===== config.mk =====
export PLATFORM = sky130hd
export DESIGN_NAME = csr_counter_unit_flat
export DESIGN_NICKNAME = d
export VERILOG_FILES = /design/src/rtl/csr_counter_unit_pkg.sv /design/src/rtl/csr_counter_unit_if.sv /design/src/rtl/csr_counter_unit_counter.sv /design/src/rtl/csr_counter_unit.sv /design/src/flat_wrapper.sv
export SDC_FILE = /design/constraint.sdc
export NUM_CORES = 1
export LEC_CHECK = 0
export CAP_MARGIN = 15
export CORE_UTILIZATION = 40
export CTS_BUF_LIST = sky130_fd_sc_hd__clkbuf_8
export DETAILED_ROUTE_END_ITERATION = 10
export GPL_TIMING_DRIVEN = 0
export PLACE_DENSITY_LB_ADDON = 0.3
export RECOVER_POWER = 25
export SLEW_MARGIN = 40
export SYNTH_ARGS = -nofsm -noshare
export SYNTH_HDL_FRONTEND = slang
export SYNTH_SLANG_ARGS = --single-unit

===== constraint.sdc =====
create_clock -name clk_i -period 9.05 [get_ports clk_i]
set_input_delay 1.3575 -clock clk_i [delete_from_list [all_inputs] [get_ports clk_i]]
set_output_delay 1.3575 -clock clk_i [all_outputs]
set_load 0.005 [all_outputs]

===== src/rtl/csr_counter_unit_pkg.sv =====
// CSR address map, counter selector and shadow-decode helper for csr_counter_unit.
package csr_pkg;

    localparam logic [11:0] CSR_MCYCLE        = 12'hB00;
    localparam logic [11:0] CSR_MCYCLEH       = 12'hB80;
    localparam logic [11:0] CSR_MINSTRET      = 12'hB02;
    localparam logic [11:0] CSR_MINSTRETH     = 12'hB82;
    localparam logic [11:0] CSR_CYCLE         = 12'hC00;
    localparam logic [11:0] CSR_CYCLEH        = 12'hC80;
    localparam logic [11:0] CSR_INSTRET       = 12'hC02;
    localparam logic [11:0] CSR_INSTRETH      = 12'hC82;
    localparam logic [11:0] CSR_MCOUNTINHIBIT = 12'h320;

    typedef enum logic {
        MCYCLE,
        MINSTRET
    } csr_counter_sel_t;

    function automatic logic is_ro_shadow(input logic [11:0] addr);
        return (addr == CSR_CYCLE)   || (addr == CSR_CYCLEH) ||
               (addr == CSR_INSTRET) || (addr == CSR_INSTRETH);
    endfunction

endpackage


===== src/rtl/csr_counter_unit_if.sv =====
// CSR read/write port between the writeback stage (master) and the counter unit (slave).
interface csr_counter_unit_if;

    logic [11:0] csr_raddr;
    logic [31:0] csr_rdata;
    logic        csr_hit;
    logic        csr_we;
    logic [11:0] csr_waddr;
    logic [31:0] csr_wdata;
    logic        illegal_write;

    modport master (
        output csr_raddr, csr_we, csr_waddr, csr_wdata,
        input  csr_rdata, csr_hit, illegal_write
    );

    modport slave (
        input  csr_raddr, csr_we, csr_waddr, csr_wdata,
        output csr_rdata, csr_hit, illegal_write
    );

endinterface


===== src/rtl/csr_counter_unit_counter.sv =====
// One split lo/hi counter with increment enable and per-half write; a low-half
// write drops that cycle's increment, a high-half write drops the low-to-high carry.
module csr_counter #(
    parameter int unsigned COUNTER_WIDTH = 64
) (
    input  logic                     clk_i,
    input  logic                     reset_n_i,
    input  logic                     inc_i,
    input  logic                     we_lo_i,
    input  logic                     we_hi_i,
    input  logic [31:0]              wdata_i,
    output logic [COUNTER_WIDTH-1:0] count_o
);

    localparam int unsigned HW = COUNTER_WIDTH - 32;

    logic [31:0]   lo_q, lo_d;
    logic [HW-1:0] hi_q, hi_d;
    logic          carry;

    always_comb begin
        carry = inc_i & (&lo_q);
        lo_d  = lo_q;
        hi_d  = hi_q;
        if (we_lo_i) begin
            lo_d = wdata_i;
        end else begin
            lo_d = lo_q + 32'(inc_i);
        end
        if (we_hi_i) begin
            hi_d = wdata_i[HW-1:0];
        end else if (!we_lo_i) begin
            hi_d = hi_q + HW'(carry);
        end
    end

    always_ff @(posedge clk_i or negedge reset_n_i) begin
        if (!reset_n_i) begin
            lo_q <= '0;
            hi_q <= '0;
        end else begin
            lo_q <= lo_d;
            hi_q <= hi_d;
        end
    end

    assign count_o = {hi_q, lo_q};

endmodule


===== src/rtl/csr_counter_unit.sv =====
// mcycle/minstret counter block with user read-only shadows.
// Optional mcountinhibit (0x320) enabled by defining CSR_MCOUNTINHIBIT_EN.
module csr_counter_unit
    import csr_pkg::*;
#(
    parameter int unsigned COUNTER_WIDTH = 64
) (
    input  logic                     clk_i,
    input  logic                     reset_n_i,
    input  logic                     valid_wb_i,
    input  logic                     stall_wb_i,
    csr_counter_unit_if.slave        csr
);

    logic                     retire;
    logic                     inh_cy, inh_ir;
    logic                     illegal_write_q;
    logic [COUNTER_WIDTH-1:0] mcycle, minstret;
    logic [63:0]              mcycle_x, minstret_x;
    logic                     wr_cy_lo, wr_cy_hi, wr_ir_lo, wr_ir_hi;
    csr_counter_sel_t         rsel;
    logic                     rhi, rcnt, rhit;
    logic [31:0]              rdata;

    assign retire   = valid_wb_i & ~stall_wb_i;
    assign wr_cy_lo = csr.csr_we && (csr.csr_waddr == CSR_MCYCLE);
    assign wr_cy_hi = csr.csr_we && (csr.csr_waddr == CSR_MCYCLEH);
    assign wr_ir_lo = csr.csr_we && (csr.csr_waddr == CSR_MINSTRET);
    assign wr_ir_hi = csr.csr_we && (csr.csr_waddr == CSR_MINSTRETH);

`ifdef CSR_MCOUNTINHIBIT_EN
    logic cy_inh_q, ir_inh_q;

    // Registered, so the write cycle itself still counts.
    always_ff @(posedge clk_i or negedge reset_n_i) begin
        if (!reset_n_i) begin
            cy_inh_q <= 1'b0;
            ir_inh_q <= 1'b0;
        end else if (csr.csr_we && (csr.csr_waddr == CSR_MCOUNTINHIBIT)) begin
            cy_inh_q <= csr.csr_wdata[0];
            ir_inh_q <= csr.csr_wdata[2];
        end
    end

    assign inh_cy = cy_inh_q;
    assign inh_ir = ir_inh_q;
`else
    assign inh_cy = 1'b0;
    assign inh_ir = 1'b0;
`endif

    csr_counter #(.COUNTER_WIDTH(COUNTER_WIDTH)) u_mcycle (
        .clk_i     (clk_i),
        .reset_n_i (reset_n_i),
        .inc_i     (~inh_cy),
        .we_lo_i   (wr_cy_lo),
        .we_hi_i   (wr_cy_hi),
        .wdata_i   (csr.csr_wdata),
        .count_o   (mcycle)
    );

    csr_counter #(.COUNTER_WIDTH(COUNTER_WIDTH)) u_minstret (
        .clk_i     (clk_i),
        .reset_n_i (reset_n_i),
        .inc_i     (retire & ~inh_ir),
        .we_lo_i   (wr_ir_lo),
        .we_hi_i   (wr_ir_hi),
        .wdata_i   (csr.csr_wdata),
        .count_o   (minstret)
    );

    assign mcycle_x   = 64'(mcycle);
    assign minstret_x = 64'(minstret);

    always_comb begin
        rsel  = MCYCLE;
        rhi   = 1'b0;
        rcnt  = 1'b0;
        rhit  = 1'b0;
        rdata = '0;
        case (csr.csr_raddr)
            CSR_MCYCLE, CSR_CYCLE: begin
                rcnt = 1'b1;
            end
            CSR_MCYCLEH, CSR_CYCLEH: begin
                rcnt = 1'b1;
                rhi  = 1'b1;
            end
            CSR_MINSTRET, CSR_INSTRET: begin
                rcnt = 1'b1;
                rsel = MINSTRET;
            end
            CSR_MINSTRETH, CSR_INSTRETH: begin
                rcnt = 1'b1;
                rhi  = 1'b1;
                rsel = MINSTRET;
            end
            default: ;
        endcase
        if (rcnt) begin
            rhit = 1'b1;
            if (rsel == MCYCLE) begin
                rdata = rhi ? mcycle_x[63:32] : mcycle_x[31:0];
            end else begin
                rdata = rhi ? minstret_x[63:32] : minstret_x[31:0];
            end
        end
`ifdef CSR_MCOUNTINHIBIT_EN
        if (csr.csr_raddr == CSR_MCOUNTINHIBIT) begin
            rhit  = 1'b1;
            rdata = {29'b0, inh_ir, 1'b0, inh_cy};
        end
`endif
    end

    always_ff @(posedge clk_i or negedge reset_n_i) begin
        if (!reset_n_i) begin
            illegal_write_q <= 1'b0;
        end else begin
            illegal_write_q <= csr.csr_we & is_ro_shadow(csr.csr_waddr);
        end
    end

    assign csr.csr_rdata     = rdata;
    assign csr.csr_hit       = rhit;
    assign csr.illegal_write = illegal_write_q;

endmodule


===== src/flat_wrapper.sv =====
// flat-port wrapper written by rule: the top's interface ports become plain ports
module csr_counter_unit_flat import csr_pkg::*;
#(
    parameter int unsigned COUNTER_WIDTH = 64
)
  (clk_i, reset_n_i, valid_wb_i, stall_wb_i, csr_csr_raddr, csr_csr_we, csr_csr_waddr, csr_csr_wdata, csr_csr_rdata, csr_csr_hit, csr_illegal_write);
  csr_counter_unit_if csr_i ();
  input  logic clk_i;
  input  logic reset_n_i;
  input  logic valid_wb_i;
  input  logic stall_wb_i;
  input wire logic [$bits(csr_i.csr_raddr)-1:0] csr_csr_raddr;
  input wire logic [$bits(csr_i.csr_we)-1:0] csr_csr_we;
  input wire logic [$bits(csr_i.csr_waddr)-1:0] csr_csr_waddr;
  input wire logic [$bits(csr_i.csr_wdata)-1:0] csr_csr_wdata;
  output wire logic [$bits(csr_i.csr_rdata)-1:0] csr_csr_rdata;
  output wire logic [$bits(csr_i.csr_hit)-1:0] csr_csr_hit;
  output wire logic [$bits(csr_i.illegal_write)-1:0] csr_illegal_write;
  assign csr_i.csr_raddr = csr_csr_raddr;
  assign csr_i.csr_we = csr_csr_we;
  assign csr_i.csr_waddr = csr_csr_waddr;
  assign csr_i.csr_wdata = csr_csr_wdata;
  assign csr_csr_rdata = csr_i.csr_rdata;
  assign csr_csr_hit = csr_i.csr_hit;
  assign csr_illegal_write = csr_i.illegal_write;
  csr_counter_unit #(.COUNTER_WIDTH(COUNTER_WIDTH)) u_core (.clk_i(clk_i), .reset_n_i(reset_n_i), .valid_wb_i(valid_wb_i), .stall_wb_i(stall_wb_i), .csr(csr_i));
endmodule

# Yosys cells after proc, flatten, opt, wreduce, memory -nomap -nowiden
# Cells that the tools add are included.
# totals
mem_bits_ro,0
memories,0
ff_bits,129
latch_bits,0
ramBits,0
input_bits,61
# classes
mul,0
bitwise,4
shifts,0
mux,14
reduce_logical,12
div,0
magnitude_cmp,0
n_addsub,4
n_eq_ne,18
# op_table
operator,count
$mux 32,10
$eq 12x12->1 const B,16
$add 32x1->32,3
$reduce_and 32->1,2
$add 32x1->32 const B,1
$reduce_or 4->1,2
$reduce_or 8->1,1
$logic_and 1x1->1,4
$mux 1,4
$ne 2x1->1 const B,2
$and 1x1->1,3
$logic_or 1x1->1,3
$not 1->1,1

# Depth between registers and ports, before layout
# logic_depth
word_depth,6
depth_mapped,13
ltp_nobuf,12

# Modules after synthesis
# From an unflattened synthesis, not the netlist that was laid out.
# hier_totals
cells_unflattened,938
area_unflattened_um2,8954.8
# modules_own_cells
mod,area_each_um2,seq_area_each_um2,cells_each,n_inst
csr_counter at u_core.u_mcycle,3872.5,1601.5,450,1
csr_counter at u_core.u_minstret,3629.7,1601.5,393,1
csr_counter_unit,1452.6,25.0,95,1

# Worst setup path after synthesis
# No wires, ideal clock.
# synth_path
path_type,input to output
start,input csr_csr_raddr[1]
end,output csr_csr_rdata[18]
stages,4
setup_slack_ns,4.886
t_arrival_ns,2.806
path_buffers,2
cell_sequence,clkbuf_1 > buf_1 > mux4_2 > nor2b_1
# synth_between
elab_chain_len,6
# synth_lines
item,line,source
"start, declared",flat_wrapper.sv:12,input wire logic [$bits(csr_i.csr_raddr)-1:0] csr_csr_raddr;
$eq 12x12->1,csr_counter_unit.sv:81,case (csr.csr_raddr)
$reduce_or 4->1 (no line),-,
$mux 1,csr_counter_unit.sv:81,
"$mux 32, on equally long branches","csr_counter_unit.sv:103, csr_counter_unit.sv:105",
$mux 32,csr_counter_unit.sv:102,if (rsel == MCYCLE) begin
$mux 32 (*),csr_counter_unit.sv:100,if (rcnt) begin
"end, declared",flat_wrapper.sv:16,output wire logic [$bits(csr_i.csr_rdata)-1:0] csr_csr_rdata;
# Every way passes the cells marked *; elsewhere a longest branch is shown, timed or not.

# Worst setup path in the final report
# layout_path
start,input csr_csr_raddr[2]
end,output csr_csr_rdata[18]
# Same word-level chain as after synthesis.

==> impl_metrics.toml <==
[timing]
fmaxAchievable_mhz = 196.3
worst_clock_skew_ps = 14.07
fin_crit_sh_pct = 56.30
hold_viol_final = 0
worst_pin_slew_ps = 2597
setup-tns-final_ps = 0
min_period_ps = 5096
rsz0062_at_grt = "false"
finalSetupViolations = 0
hold-worst-slack_ps = 518.8
relSlewSlack_pct = -73.10
final_max_slew_viol_count = 134

[global_route]
grtUsageMet3_pct = 4.006
grt.total_usage_pct = 28.13
globalRouteOverflowTotal = 0
grt_max_degree = 47
grt_use_met2_pct = 44.00
grtUsageMet1_pct = 39.22
gr-max-usage-layer = "met2"
grt_pass1_wl_um = 46460
antenna_found_initial = 0
grt_pass1_vias = 8065

[drt]
drt_iter0_markers = 880
ant_nets = 0
wirelength_um = 29780
drc = 0
viasPerCell = 6.096
num_vias = 8352
drt_first_pass_iters = 7
wl_per_cell_um = 21.74

[cts]
cts_setup_buffers = 0
cts.path.max_buffers = 2
clock-sinks = 129
cts.reportedPaths.clkPinSlew_ps = 70
clk_latency_ps = 470
h-tree-depth = 4
numCtsBuffers = 17
cts_resized = 0
cts-root-buf = "clkbuf_8"
tritoncts = "built"
ctsHoldBuffers = 0

[place]
place_inst = 1339
dpl.hpwl_um = 23390
place_congestion = 0.9668
numPortBuffers = 92

[worst_setup_path]
crit_buf_inv = 3
crit_family = "buffers and inverters"
critPathLaunchType = "primary input"
worst_ep_required_time_ps = 7690
cpPeakStageDelay_ps = 550
crit_arrival_ps = 3740
path_max_fanout = 10
crit_path_frequent_cell = "clkdlybuf4s50_1"
path_cells = "clkdlybuf4s50_1, nor4b_1, nand3_1, clkbuf_1, nor2b_1, clkdlybuf4s50_1"
path_class = "primary input to output pin"
slowest_stage = "clkdlybuf4s50_1"
critPathCaptureType = "output pin"

[die]
std_cell_rows = 53
ios = 95
die_y_um = 148.9
die_w_um = 148.9
dieArea_um2 = 22160
initial_utilization_pct = 40.90
fp.coreArea_um2 = 21090

[run_status]
status = "complete, but fails checks"
violations = "capacitance limit, slew limit"

[job]
drv_cap = 3

[synthesis]
netlist_top_cells_area = "dfrtp_1 37%, mux4_2 8.4%, a21oi_1 5.6%, nor2_1 5.1%, nand3_1 3.9%"
syn_nets = 1038
synth_cell_types = 66
netlist.area_leader.share_pct = 37.42
ys_seq_area_share_pct = 37.42
synth_warnings = 0
yosysTopAreaCell = "dfrtp_1"
async_flop_share_pct = 100.0
syn_area_um2 = 8626
netlist_instances = 970
avgSynthCellArea_um2 = 8.893
synth-edff-count = 0
ys.flop_type = "dfrtp_1"
synth-seq-cells = 129

[final_layout]
fillCellCount = 2079
fin_cells = 1370
area_delta_synth_final_pct = 19.28
layout-drive-gt1-share_pct = 8.767
fin_nets = 1151
n_antenna_cell = 0

[min_path]
hp-class = "flip-flop to flip-flop"

[power_and_ir_drop]
leakagePower_nw = 4.052
ir_drop_mv = 0.08049
power_density_nw_per_um2 = 127.3
metrics by stage:
step                total power, mW  utilization (%)  area (um2)  worst slack (ps)
finish                        1.310            48.79       10290              3954
global route                  1.356            48.79       10290              3256
CTS                           1.315            49.06       10350              3922
detailed placement           0.8097            47.25        9963              3930
global placement             0.8040            46.90        9891              1101
floorplan                    0.7241                -        8626              4886
worst paths after layout:
kind | from | end | cells past startpoint | slack [ps]
worst min-delay path | u_core.u_minstret.hi_q[27] | u_core.u_minstret.hi_q[27] | 1 | 520
min in group asynchronous | reset_n_i | u_core.u_minstret.lo_q[25] | 1 | 1570
worst max-delay path | csr_csr_raddr[2] | csr_csr_rdata[18] | 6 | 3950
worst max register to register | u_core.u_mcycle.lo_q[0] | u_core.u_mcycle.hi_q[30] | 12 | 4590
worst min register to register | u_core.u_minstret.hi_q[27] | u_core.u_minstret.hi_q[27] | 1 | 520
max in group asynchronous | reset_n_i | u_core.u_minstret.hi_q[2] | 2 | 4110
power by group:
group	internal [mW]	switching (mW)
logic	0.0752	0.0709
clock network	0.265	0.247
registers	0.606	0.0467
synthesized netlist by cell type (6+ instances only):
cell,number
mux4_2,32
o21ai_0,32
clkbuf_1,40
nand2_1,77
nor2b_1,33
nor4_1,8
a211oi_1,13
buf_2,11
and3_1,28
nand4_1,42
ha_1,7
nor3_1,23
nor2_1,118
a21oi_1,96
and2_1,6
dfrtp_1,129
mux2i_1,7
o32ai_1,6
inv_1,9
o22ai_1,6
o211ai_1,8
and4_1,12
xnor2_1,24
xor2_1,35
or3_1,11
nand3_1,68
layout make-up:
class	count	area, um2	area share [%]
flip-flops and latches	129	3228	31.38
clock inverters	14	148.9	1.447
multi-input cells	774	5114	49.70
clock buffers	17	234.0	2.274
well taps	275	344.1	3.344
inverters	9	33.78	0.3283
plain buffers	58	264.0	2.566
repair buffers	94	922.1	8.963
cell usage in the layout, fill, tap and decap left out, types with 10 or more instances in the layout:
| cell | n |
|---|---|
| a211oi_1 | 13 |
| a21oi_1 | 96 |
| and3_1 | 28 |
| and4_1 | 12 |
| buf_2 | 12 |
| clkbuf_1 | 43 |
| clkbuf_8 | 17 |
| clkdlybuf4s50_1 | 91 |
| dfrtp_1 | 129 |
| inv_1 | 10 |
| mux4_2 | 32 |
| nand2_1 | 77 |
| nand3_1 | 68 |
| nand4_1 | 42 |
| nor2_1 | 118 |
| nor2b_1 | 33 |
| nor3_1 | 22 |
| o21ai_0 | 32 |
| or3_1 | 11 |
| xnor2_1 | 24 |
| xor2_1 | 35 |
per-layer routing:
layer,vias to the layer above,wire (um)
li1,3826,-
met1,4038,12710
met2,437,13610
met3,51,2575
met4,0,887
met5,-,0
cells by family after synthesis:
group / Yosys count / synth area share [%]
simple gates: 459 / 28.00
buf+inv: 67 / 3.423
xor+xnor: 59 / 5.991
fa+ha+maj: 7 / 1.015
compound gates: 210 / 14.98
flops: 129 / 37.42
mux: 39 / 9.167
state kept, by name, indices dropped and copies added (netlist names):
| name | count |
|---|---|
| u_core.u_minstret.hi_q | 32 |
| u_core.u_mcycle.lo_q | 32 |
| u_core.u_mcycle.hi_q | 32 |
| u_core.u_minstret.lo_q | 32 |
| u_core.csr.illegal_write | 1 |
(Power assumes the default switching activity.)
==> variant (same settings) <==
`lo_q` no longer has a reset.
--- a/src/rtl/csr_counter_unit_counter.sv
+++ b/src/rtl/csr_counter_unit_counter.sv
@@ -37,10 +37,12 @@
     always_ff @(posedge clk_i or negedge reset_n_i) begin
         if (!reset_n_i) begin
-            lo_q <= '0;
             hi_q <= '0;
         end else begin
-            lo_q <= lo_d;
             hi_q <= hi_d;
         end
+    end
+
+    always_ff @(posedge clk_i) begin
+        lo_q <= lo_d;
     end
 
Function: changed (a bounded check fails within 4 cycles, from zero or initial values and one cycle with reset_n_i low).
==> variant against the original RTL <==
- the run still ends with max-capacitance violations, max-slew violations left
- clock power is 8.6% lower
- wire length is 2.5% lower
- via count is 0.71% higher
- total power is 4.1% lower
- sequential cell count stayed put
- setup slack better by 0.083 ns
- area after synthesis is 3.7% lower
- cell area is 3.6% lower
- sequential power hardly changed
- critical path type unchanged
- largest power group unchanged
==> variant: results (changes against the original RTL) <==
run status = finished, violations left
failing checks = max-capacitance violations, max-slew violations
DP Area = 9605 um^2 (-3.6%)
Synth area leaders = dfrtp_1 20%, dfxtp_1 15%, mux4_2 8.7%, a21oi_1 5.8%, nor2_1 5.3%
WL/cell = 21.30 um (-2.0%)
largest net degree at the start of global routing = 50 (+6.4%)
Arr. time, crit path = 3.65 ns (-0.09 ns)
Setup WS pre-CTS = 3.982 ns (+0.05248 ns)
clock-net power = 468 uW (-8.6%)
max cap viols = 1 (-2)
first-pass GRT wire length = 44880 um (-3.4%)
Internal = 908.5 uW (-3.9%)
combinational share of power = 11.0% (-0.2 points)
DR WL met3 = 2778 um (+7.9%)
router iterations before antenna repair = 5 (-2)
Synth top area share = 19.58% (-18 points)
compound-gate portion of the synthesized area = 15.56% (+0.58 points)
aggregate global-route resource usage = 27.73% (-0.40 points)
critical path's largest stage delay = 0.53 ns (-0.02 ns)
Layout Nets = 1150 (-0.087%)
asr flop ratio synth = 50.39% (-50 points)
Cells after DPL = 1333 (-0.45%)
XOR/XNOR share of the synthesized area = 6.222% (+0.23 points)
# fillers = 1962 (-5.6%)
Synth Area in Adders = 1.055% (+0.039 points)
sw frac = 27.68% (-0.13 points)
Metal-1 WL = 12310 um (-3.1%)
Final Max Slew Viols = 50 (-63%)
Cell variety after synth = 67 (+1.5%)
worst vdd ir = 82.02 uV (+1.9%)
met2 wire length = 13000 um (-4.5%)
final WL = 29040 um (-2.5%)
Placer Congestion = 0.9303 (-3.8%)
variant: path summary, 6_finish.rpt:
kind | slack, ns | cells after the start | end | startpoint
setup / recovery | 4.04 | 6 | csr_csr_rdata[19] | csr_csr_raddr[2]
hold / removal | 0.50 | 1 | u_core.u_mcycle.lo_q[0] | u_core.u_mcycle.lo_q[0]
setup reg to reg | 4.63 | 12 | u_core.u_minstret.hi_q[28] | u_core.u_minstret.lo_q[15]
hold reg to reg | 0.50 | 1 | u_core.u_mcycle.lo_q[0] | u_core.u_mcycle.lo_q[0]
max in group asynchronous | 4.93 | 2 | u_core.u_mcycle.hi_q[1] | reset_n_i
min in group asynchronous | 1.02 | 1 | u_core.u_minstret.hi_q[27] | reset_n_i
variant: cell type report:
type                       count  area (um^2)  share of cell area (%)
inverter                       9        33.78                  0.3405
clock inverter                10        72.57                  0.7314
tap                          270        337.8                   3.405
timing repair buffer          93        918.4                   9.256
multi-input combinational    774         5114                   51.54
sequential                   129         2908                   29.31
clock buffer                  20        275.3                   2.774
buffer                        58        262.8                   2.648
variant: cells by family (layout without fill, tap and decap cells):
logic type	after synthesis	after routing
adders and majority gates	7	7
buffers and inverters	67	190
xor gates and xnor gates	59	59
muxes	39	39
DFF	129	129
AOI/OAI and AO/OA	210	210
and+or+nand+nor	459	459
variant: worst reg2reg max path: stages (launching register included):
cell and delay, ns:
dfxtp_1 0.46, and4_1 0.22, clkbuf_1 0.18, nand2_1 0.07, or4_1 0.58, nor3_1 0.42, ha_1 0.29, ha_1 0.20
and3_1 0.24, nand4_1 0.36, nor3_1 0.85, a21boi_0 0.21, o22a_1 0.23
variant: metal layers:
metal	vias to the layer above	global-route usage, %
met3	65	5.031
met4	0	12.40
li1	3822	-
met2	467	42.89
met5	-	0
met1	4057	37.89
